==> src/rtl/abc_ram_loader_pkg.sv <==
// Shared constants for the CoreABC RAM loader: register map, CTRL/STATUS bits,
// fill FSM encoding and default RAM geometry.
package abc_ram_loader_pkg;

  localparam int RAM_DEPTH_DEF = 256;
  localparam int RAM_WIDTH_DEF = 8;
  localparam int APB_AW        = 5;

  // Word indices taken from PADDR[4:2]
  localparam logic [2:0] REG_PTR     = 3'd0;
  localparam logic [2:0] REG_DATA    = 3'd1;
  localparam logic [2:0] REG_CTRL    = 3'd2;
  localparam logic [2:0] REG_FILLVAL = 3'd3;
  localparam logic [2:0] REG_STATUS  = 3'd4;

  localparam int CTRL_AUTOINC    = 0;
  localparam int CTRL_START_FILL = 1;

  localparam int STAT_FILL_BUSY = 0;
  localparam int STAT_WRAP      = 1;
  localparam int STAT_ABORT     = 2;

  typedef enum logic {
    ST_IDLE = 1'b0,
    ST_FILL = 1'b1
  } fill_state_e;

endpackage

==> src/rtl/abc_ram_apb_loader_if.sv <==
// APB3 bus bundle between the host CPU bridge (master) and the RAM loader (slave).
interface abc_ram_apb_loader_if
  import abc_ram_loader_pkg::*;
#(
  parameter int DW = RAM_WIDTH_DEF,
  parameter int AW = APB_AW
);

  // A transfer is setup (PSEL & !PENABLE) then access (PSEL & PENABLE); it completes
  // in the access cycle where PREADY=1, and PRDATA/PSLVERR are valid only in that cycle.
  logic          PSEL;
  logic          PENABLE;
  logic          PWRITE;
  logic [AW-1:0] PADDR;
  logic [DW-1:0] PWDATA;
  logic [DW-1:0] PRDATA;
  logic          PREADY;
  logic          PSLVERR;

  modport master (
    output PSEL, PENABLE, PWRITE, PADDR, PWDATA,
    input  PRDATA, PREADY, PSLVERR
  );

  modport slave (
    input  PSEL, PENABLE, PWRITE, PADDR, PWDATA,
    output PRDATA, PREADY, PSLVERR
  );

endinterface

==> src/rtl/abc_ram_fill_engine.sv <==
// Walks every RAM address once, writing the fill value; abandons the sweep the
// moment the ABC core becomes active.
module abc_ram_fill_engine
  import abc_ram_loader_pkg::*;
#(
  parameter int AW = 8
) (
  input  logic          clk,
  input  logic          rst_n,
  input  logic          start,
  input  logic          core_active,
  output logic          wen,
  output logic [AW-1:0] waddr,
  output logic          abort,
  output fill_state_e   state
);

  fill_state_e   state_d;
  logic [AW-1:0] cnt_q;
  logic [AW-1:0] cnt_d;

  always_ff @(posedge clk or negedge rst_n) begin
    if (!rst_n) begin
      state <= ST_IDLE;
      cnt_q <= '0;
    end else begin
      state <= state_d;
      cnt_q <= cnt_d;
    end
  end

  always_comb begin
    state_d = state;
    cnt_d   = cnt_q;
    wen     = 1'b0;
    abort   = 1'b0;
    case (state)
      ST_IDLE: begin
        if (start && !core_active) begin
          state_d = ST_FILL;
          cnt_d   = '0;
        end
      end
      ST_FILL: begin
        // The core owns the RAM from the cycle it goes active: no write this cycle.
        if (core_active) begin
          state_d = ST_IDLE;
          abort   = 1'b1;
        end else begin
          wen   = 1'b1;
          cnt_d = cnt_q + 1'b1;
          if (cnt_q == '1) state_d = ST_IDLE;
        end
      end
    endcase
  end

  assign waddr = cnt_q;

endmodule

==> src/rtl/abc_ram_apb_loader.sv <==
// APB3 slave giving the host load/readback access to the CoreABC RAM, with an
// auto-incrementing pointer and a hardware fill engine.
module abc_ram_apb_loader
  import abc_ram_loader_pkg::*;
#(
  parameter int RAM_DEPTH   = RAM_DEPTH_DEF,
  parameter int RAM_WIDTH   = RAM_WIDTH_DEF,
  parameter bit AUTOINC_RST = 1'b1,
  localparam int AW         = $clog2(RAM_DEPTH)
) (
  input  logic                 PCLK,
  input  logic                 NSYSRESET,
  abc_ram_apb_loader_if.slave  apb,
  input  logic                 CORE_ACTIVE,
  output logic                 RAM_WEN,
  output logic [AW-1:0]        RAM_WADDR,
  output logic [RAM_WIDTH-1:0] RAM_WD,
  output logic                 RAM_REN,
  output logic [AW-1:0]        RAM_RADDR,
  input  logic [RAM_WIDTH-1:0] RAM_RD,
  output logic                 FILL_BUSY
);

  logic [2:0]           reg_idx;
  logic                 setup_ph;
  logic                 access_ph;
  logic                 data_acc;
  logic                 data_rej;
  logic                 data_ok;
  logic [AW-1:0]        ptr_q;
  logic                 autoinc_q;
  logic [RAM_WIDTH-1:0] fillval_q;
  logic                 wrap_q;
  logic                 abort_q;
  logic                 fill_start;
  logic                 fill_wen;
  logic                 fill_abort;
  logic [AW-1:0]        fill_addr;
  fill_state_e          fill_state;
  logic                 unused_addr_bits;

  assign reg_idx          = apb.PADDR[4:2];
  assign unused_addr_bits = ^apb.PADDR[1:0];
  assign setup_ph         = apb.PSEL & ~apb.PENABLE;
  assign access_ph        = apb.PSEL & apb.PENABLE;

  // DATA is refused while the engine owns the RAM, and writes while the core runs.
  assign data_acc = access_ph & (reg_idx == REG_DATA);
  assign data_rej = data_acc & (FILL_BUSY | (apb.PWRITE & CORE_ACTIVE));
  assign data_ok  = data_acc & ~data_rej;

  assign fill_start = access_ph & apb.PWRITE & (reg_idx == REG_CTRL)
                    & apb.PWDATA[CTRL_START_FILL];

  abc_ram_fill_engine #(.AW(AW)) u_fill (
    .clk         (PCLK),
    .rst_n       (NSYSRESET),
    .start       (fill_start),
    .core_active (CORE_ACTIVE),
    .wen         (fill_wen),
    .waddr       (fill_addr),
    .abort       (fill_abort),
    .state       (fill_state)
  );

  assign FILL_BUSY = (fill_state == ST_FILL);

  always_ff @(posedge PCLK or negedge NSYSRESET) begin
    if (!NSYSRESET) begin
      ptr_q     <= '0;
      autoinc_q <= AUTOINC_RST;
      fillval_q <= '0;
      wrap_q    <= 1'b0;
      abort_q   <= 1'b0;
    end else begin
      if (access_ph && apb.PWRITE) begin
        case (reg_idx)
          REG_PTR: begin
            ptr_q   <= AW'(apb.PWDATA);
            wrap_q  <= 1'b0;
            abort_q <= 1'b0;
          end
          REG_CTRL:    autoinc_q <= apb.PWDATA[CTRL_AUTOINC];
          REG_FILLVAL: fillval_q <= apb.PWDATA;
          default: ;
        endcase
      end
      if (data_ok && autoinc_q) begin
        ptr_q <= ptr_q + 1'b1;
        if (ptr_q == '1) wrap_q <= 1'b1;
      end
      if (fill_abort) abort_q <= 1'b1;
    end
  end

  // RAM write port: the fill engine wins; host DATA writes are rejected during a fill anyway.
  always_comb begin
    RAM_WEN   = 1'b0;
    RAM_WADDR = ptr_q;
    RAM_WD    = apb.PWDATA;
    if (fill_wen) begin
      RAM_WEN   = 1'b1;
      RAM_WADDR = fill_addr;
      RAM_WD    = fillval_q;
    end else if (data_ok && apb.PWRITE) begin
      RAM_WEN = 1'b1;
    end
  end

  // Reads are launched in the setup phase so RAM_RD is ready for the access phase.
  assign RAM_REN   = setup_ph & ~apb.PWRITE & (reg_idx == REG_DATA) & ~FILL_BUSY;
  assign RAM_RADDR = ptr_q;

  always_comb begin
    apb.PRDATA = '0;
    if (access_ph && !apb.PWRITE) begin
      case (reg_idx)
        REG_PTR:     apb.PRDATA = RAM_WIDTH'(ptr_q);
        REG_DATA:    if (data_ok) apb.PRDATA = RAM_RD;
        REG_CTRL:    apb.PRDATA[CTRL_AUTOINC] = autoinc_q;
        REG_FILLVAL: apb.PRDATA = fillval_q;
        REG_STATUS: begin
          apb.PRDATA[STAT_FILL_BUSY] = FILL_BUSY;
          apb.PRDATA[STAT_WRAP]      = wrap_q;
          apb.PRDATA[STAT_ABORT]     = abort_q;
        end
        default: ;
      endcase
    end
  end

  assign apb.PREADY  = 1'b1;
  assign apb.PSLVERR = data_rej;

endmodule

==> src/flat_wrapper.sv <==
// flat-port wrapper written by rule: the top's interface ports become plain ports
module abc_ram_apb_loader_flat import abc_ram_loader_pkg::*;
#(
  parameter int RAM_DEPTH   = RAM_DEPTH_DEF,
  parameter int RAM_WIDTH   = RAM_WIDTH_DEF,
  parameter bit AUTOINC_RST = 1'b1,
  localparam int AW         = $clog2(RAM_DEPTH)
)
  (PCLK, NSYSRESET, CORE_ACTIVE, RAM_WEN, RAM_WADDR, RAM_WD, RAM_REN, RAM_RADDR, RAM_RD, FILL_BUSY, apb_PSEL, apb_PENABLE, apb_PWRITE, apb_PADDR, apb_PWDATA, apb_PRDATA, apb_PREADY, apb_PSLVERR);
  abc_ram_apb_loader_if apb_i ();
  input  logic PCLK;
  input  logic NSYSRESET;
  input  logic CORE_ACTIVE;
  output logic RAM_WEN;
  output logic [AW-1:0] RAM_WADDR;
  output logic [RAM_WIDTH-1:0] RAM_WD;
  output logic RAM_REN;
  output logic [AW-1:0] RAM_RADDR;
  input  logic [RAM_WIDTH-1:0] RAM_RD;
  output logic FILL_BUSY;
  input wire logic [$bits(apb_i.PSEL)-1:0] apb_PSEL;
  input wire logic [$bits(apb_i.PENABLE)-1:0] apb_PENABLE;
  input wire logic [$bits(apb_i.PWRITE)-1:0] apb_PWRITE;
  input wire logic [$bits(apb_i.PADDR)-1:0] apb_PADDR;
  input wire logic [$bits(apb_i.PWDATA)-1:0] apb_PWDATA;
  output wire logic [$bits(apb_i.PRDATA)-1:0] apb_PRDATA;
  output wire logic [$bits(apb_i.PREADY)-1:0] apb_PREADY;
  output wire logic [$bits(apb_i.PSLVERR)-1:0] apb_PSLVERR;
  assign apb_i.PSEL = apb_PSEL;
  assign apb_i.PENABLE = apb_PENABLE;
  assign apb_i.PWRITE = apb_PWRITE;
  assign apb_i.PADDR = apb_PADDR;
  assign apb_i.PWDATA = apb_PWDATA;
  assign apb_PRDATA = apb_i.PRDATA;
  assign apb_PREADY = apb_i.PREADY;
  assign apb_PSLVERR = apb_i.PSLVERR;
  abc_ram_apb_loader #(.RAM_DEPTH(RAM_DEPTH), .RAM_WIDTH(RAM_WIDTH), .AUTOINC_RST(AUTOINC_RST)) u_core (.PCLK(PCLK), .NSYSRESET(NSYSRESET), .apb(apb_i), .CORE_ACTIVE(CORE_ACTIVE), .RAM_WEN(RAM_WEN), .RAM_WADDR(RAM_WADDR), .RAM_WD(RAM_WD), .RAM_REN(RAM_REN), .RAM_RADDR(RAM_RADDR), .RAM_RD(RAM_RD), .FILL_BUSY(FILL_BUSY));
endmodule
==> config.mk <==
export PLATFORM = sky130hd
export DESIGN_NAME = abc_ram_apb_loader_flat
export DESIGN_NICKNAME = d
export VERILOG_FILES = /design/src/rtl/abc_ram_loader_pkg.sv /design/src/rtl/abc_ram_apb_loader_if.sv /design/src/rtl/abc_ram_fill_engine.sv /design/src/rtl/abc_ram_apb_loader.sv /design/src/flat_wrapper.sv
export SDC_FILE = /design/constraint.sdc
export NUM_CORES = 1
export LEC_CHECK = 0
export CELL_PAD_IN_SITES_DETAIL_PLACEMENT = 0
export CELL_PAD_IN_SITES_GLOBAL_PLACEMENT = 1
export CORE_MARGIN = 2
export CORE_UTILIZATION = 27
export DETAILED_ROUTE_END_ITERATION = 8
export DONT_BUFFER_PORTS = 1
export GPL_TIMING_DRIVEN = 0
export PLACE_DENSITY_LB_ADDON = 0.1
export SYNTH_ARGS = -nofsm -noshare
export SYNTH_HDL_FRONTEND = slang
export SYNTH_HIERARCHICAL = 1
export SYNTH_SLANG_ARGS = --single-unit
==> constraint.sdc <==
create_clock -name PCLK -period 2.5 [get_ports PCLK]
set_clock_uncertainty 0.2 [all_clocks]
set_input_delay 0.25 -clock PCLK [delete_from_list [all_inputs] [get_ports PCLK]]
set_output_delay 0.25 -clock PCLK [all_outputs]
set_load 0.02 [all_outputs]
Word level (Yosys, flattened, before mapping)

Index checks and enable logic that the tools add are counted.
Widths: inputs -> output; s select.

Register bits: 28
Output and inout port bits: 37
Logic and storage cells: 81

Add/sub/neg operators: 2
Equality and inequality tests: 8
Muxes and demuxes: 30
Bitwise logic cells: 17
Reductions and logical operators: 17

Operators by type and width:

| operator            | number |
|---|---|
| $mux 8              | 9 |
| $add 8x1->8 const B | 2 |
| $eq 8x8->1 const B  | 2 |
| $mux 1              | 16 |
| $pmux 8 s2          | 1 |
| $pmux 5 s3          | 1 |
| $and 1x1->1         | 12 |
| $reduce_and 2->1    | 5 |
| $pmux 2 s4          | 1 |
| $reduce_bool 2->1   | 4 |
| $eq 3x2->1 const B  | 2 |
| $logic_and 1x1->1   | 5 |
| $pmux 1 s5          | 1 |
| $ne 2x2->1 const B  | 2 |
| $not 1->1           | 4 |
| $eq 3x1->1 const B  | 1 |
| $eq 3x3->1 const B  | 1 |
| $logic_not 3->1     | 1 |
| $logic_not 1->1     | 2 |
| $pmux 1 s2          | 1 |
| $or 1x1->1          | 1 |

Longest topological paths before layout

Word-level depth: 8
Mapped depth: 7
Depth with buffers taken out: 6

Hierarchy

Netlist, hierarchy kept.

By module, submodules not included:

| module              | instances | cells each | area each (µm²) |
|---|---|---|---|
| abc_ram_apb_loader  | 1         | 156        | 1447.6 |
| abc_ram_fill_engine | 1         | 47         | 483.0 |

Least setup slack after synthesis

Ideal clock, no wire load.

Path type: reg-to-output
From: register u_core.u_fill.state
To: output apb_PRDATA[0]
Arrival: 1.838 ns
Required time: 2.050 ns
Path slack: 0.212 ns
Cell stages (with the launch flop): 6
Cell sequence: dfrtp_1 > nor4b_4 > and3_1 > buf_4 > a222oi_1 > a2111oi_2

Cells in the longest elaborated chain, start to end: 7

RTL lines:

| element                | line                      | source |
|---|---|---|
| start, declared        | abc_ram_fill_engine.sv:15 | `output fill_state_e state` |
| start signal, assigned | abc_ram_fill_engine.sv:27 | `state <= state_d;` |
| $or 1x1->1             | abc_ram_apb_loader.sv:49  | `assign data_rej = data_acc & (FILL_BUSY \| (apb.PWRITE & CORE_ACTIVE));` |
| $and 1x1->1            | abc_ram_apb_loader.sv:49  |  |
| $not 1->1              | abc_ram_apb_loader.sv:50  | `assign data_ok = data_acc & ~data_rej;` |
| $and 1x1->1            | abc_ram_apb_loader.sv:50  |  |
| $mux 8                 | abc_ram_apb_loader.sv:119 | `REG_DATA: if (data_ok) apb.PRDATA = RAM_RD;` |
| $pmux 1 s5 *           | abc_ram_apb_loader.sv:117 | `case (reg_idx)` |
| $mux 8 *               | abc_ram_apb_loader.sv:116 | `if (access_ph && !apb.PWRITE) begin` |
| end, declared          | flat_wrapper.sv:26        | `output wire logic [$bits(apb_i.PRDATA)-1:0] apb_PRDATA;` |

Mark *: on every way between the ends. The rest lies on a longest branch, timed or not.

Worst setup path after layout

Same ends and word-level chain as after synthesis.

==> out/qor.csv <==
metric,value,unit
status,finished with violations,
failing checks,negative setup slack,
clock-pin slew on the worst setup and hold paths,0.10,ns
Die Area,0.007843,mm2
Post-synth top cells,"27 x dfrtp_1, 24 x nand2_1, 23 x mux2_2, 14 x nor2_1, 8 x inv_1",
Critical R2R Launch,u_core/u_fill/state,
Setup-failing EPs final,1,
post-synth cell types,52,
Final min period,2.549,ns
Min-Delay Path Depth,2,
MaxCap Viol Count,0,
Post-Route WL,6378,um
Tot Pwr,1.309,mW
worst min path class,input port to flip-flop,
DRC Markers,0,
Worst Reg-to-Reg Cells,6,
Vias/cell,5.487,
Slew HR,0.3825,
Placement Setup Slack,-0.2793,ns
RSZ-0062 raised after global routing,true,
H-tree depth,1,
DRT iter0 DRCs,129,
net count reported at finish,252,
Core ar.,0.006869,mm2
largest cells by area after synthesis,"dfrtp_1 35%, mux2_2 13%, nand2_1 4.7%",
Antenna Nets Post-Route,0,
DR pass1 iterations,4,
TritonCTS Buffers,3,
GRT Util Overall,0.1651,
die width,88.56,um
area of the multi-input gates,0.001229,mm2
cell taking the most area after synthesis,dfrtp_1,
worst r2r dst,u_core/RAM_RADDR[4],
CTS Buffer Depth,2,
"Max FO, Critical Path",5,
Initial Util,0.2811,
Worst Max-Slew Pin Slew,0.9178,ns
r2r setup slk,0.13,ns
register area share after synthesis,0.3636,
wire length per cell,20.06,um
Pwr Density,549.5,mW/mm2
startpoint types,flip-flop,
fin. max-slew vios,0,
std cell rows,30,
Synthesis Warnings,6,
Synth-to-Final Area Change,23.40,%
Yosys reg bits,28,
pin count of the biggest net entering global routing,29,
first-pass GRT wire length,9825,um
Most used DFF post-synth,dfrtp_1,
Post-synth EDFFs,0,
final worst path period share,1.019,
layout cells sized above 1,0.2928,
Peak VDD IR,229.2,uV
antenna diode count,0,
Vias,1745,
num ports,64,
total leakage power,0.9409,nW
CTS Sinks,28,
max frequency,392.4,MHz
Critical Path Start,u_core/u_fill/state,
CP endpoint kind,output pin,
Skew-Pair Late Insertion Delay,0.28,ns
hold path startpoint,CORE_ACTIVE,
final worst slack,-0.04850,ns
endpoints failing hold,0,
crit path kind,flip-flop to output pin,
post-layout util,0.3468,
synthesized area,0.001931,mm2
Port Buffer Count,0,
Worst EP required,2.05,ns
Total Neg Setup Slack,-0.04850,ns
most frequent cell after synthesis,dfrtp_1,
Root Buffer,clkbuf_8,
Hold EP,u_core/u_fill/state,
FF+latch area,703.2,um2
Critical Path AT,2.10,ns
share of Yosys cell area claimed by the top area cell type,0.3500,
initial antenna violation count,0,
grt ovf,0,
TritonCTS clock tree,built,
vias in the first global route,1673,
post-DP HPWL,4591,um
RePlAce Congestion,0.7933,
worst hold margin,0.07604,ns
Mapped Avg Cell Area,9.510,um2
asr flop ratio synth,1.000,
Syn Inst Count,203,
die span in y,88.56,um
fillcell total,720,
Mapped Nets,232,
## worst max-delay path, stage by stage, from the launching register on
cell	delay [ns]
dfrtp_2	0.51
nor4b_4	0.35
and3_4	0.23
buf_6	0.09
a222oi_1	0.12
a2111oi_4	0.53
## through the flow
stage / std cells / instance area, um2
after floorplan: 203 / 1931
after global placement: 299 / 2051
after detailed placement: 299 / 2051
after CTS: 314 / 2286
after global routing: 318 / 2382
final: 318 / 2382
## routing by layer
layer / GRT usage / vias to the layer above / part of all wire
li1: - / 804 / -
met5: 0 / - / 0
met4: 0.03581 / 0 / 0.0086
met1: 0.2448 / 871 / 0.47
met2: 0.2447 / 64 / 0.44
met3: 0.03825 / 6 / 0.077
## placed cells by master (no fill, tap or decap), types with 4 or more instances in the layout
| cell type | Yosys | routed |
|---|---|---|
| a211oi_4 | 0 | 5 |
| a22o_1 | 4 | 4 |
| a22oi_1 | 6 | 6 |
| and2_1 | 4 | 4 |
| and3_1 | 5 | 4 |
| buf_4 | 3 | 7 |
| clkbuf_8 | 0 | 4 |
| dfrtp_1 | 27 | 26 |
| dlygate4sd3_1 | 0 | 10 |
| inv_1 | 8 | 7 |
| mux2_2 | 23 | 23 |
| nand2_1 | 24 | 21 |
| nand3_1 | 7 | 7 |
| nor2_1 | 14 | 12 |
| o21ai_2 | 0 | 4 |
## final cells by class
cell class,instances,share of cell area
plain buffers,12,0.03992
clock buffers,4,0.02311
inverters,8,0.01261
multi-input cells,155,0.5158
flip-flops and latches,28,0.2952
well taps,96,0.05042
repair buffers,15,0.06303
## cells by family after synthesis
logic type	share of synthesized area
and+or+nand+nor	0.2035
AOI/OAI and AO/OA	0.2067
DFF	0.3636
muxes	0.1555
buffers and inverters	0.05573
adders and majority gates	0.01296
other	0.001942
## registers in the layout (all words and copies together), names as in the netlist
| register | cells |
|---|---|
| u_core/fillval_q | 8 |
| u_core/wrap_q | 1 |
| u_core/u_fill/waddr | 8 |
| u_core/abort_q | 1 |
| u_core/autoinc_q | 1 |
| u_core/RAM_RADDR | 8 |
| u_core/u_fill/state | 1 |
## timing repair
| item | 4_1_cts | 5_1_grt |
|---|---|---|
| buffers inserted | 0 | 4 |
| setup endpoints to repair | 23 | 17 |
| hold buffers | 11 | 0 |
| endpoints found under the hold margin | 45 | 0 |
| gates resized for setup | 21 | 14 |
| pin swaps | 1 | 9 |
## report_power, final
| part | total, mW | internal (mW) | leakage, nW | switching, mW |
|---|---|---|---|---|
| clock network | 0.301 | 0.141 | 0.0288 | 0.160 |
| logic | 0.333 | 0.135 | 0.553 | 0.198 |
| registers | 0.675 | 0.523 | 0.359 | 0.152 |
## worst max path at each step
stage | to | slack (ns) | cells after the start
6_report | apb_PRDATA[0] | -0.05 | 5
5_1_grt | apb_PRDATA[0] | -0.14 | 5
4_1_cts | RAM_WADDR[6] | 0.03 | 5
3_5_place_dp | RAM_WADDR[6] | -0.28 | 5
3_3_place_gp | RAM_WADDR[6] | -0.26 | 5
2_1_floorplan | apb_PRDATA[0] | 0.21 | 5
Note: power is estimated with default switching activity, not from simulation.
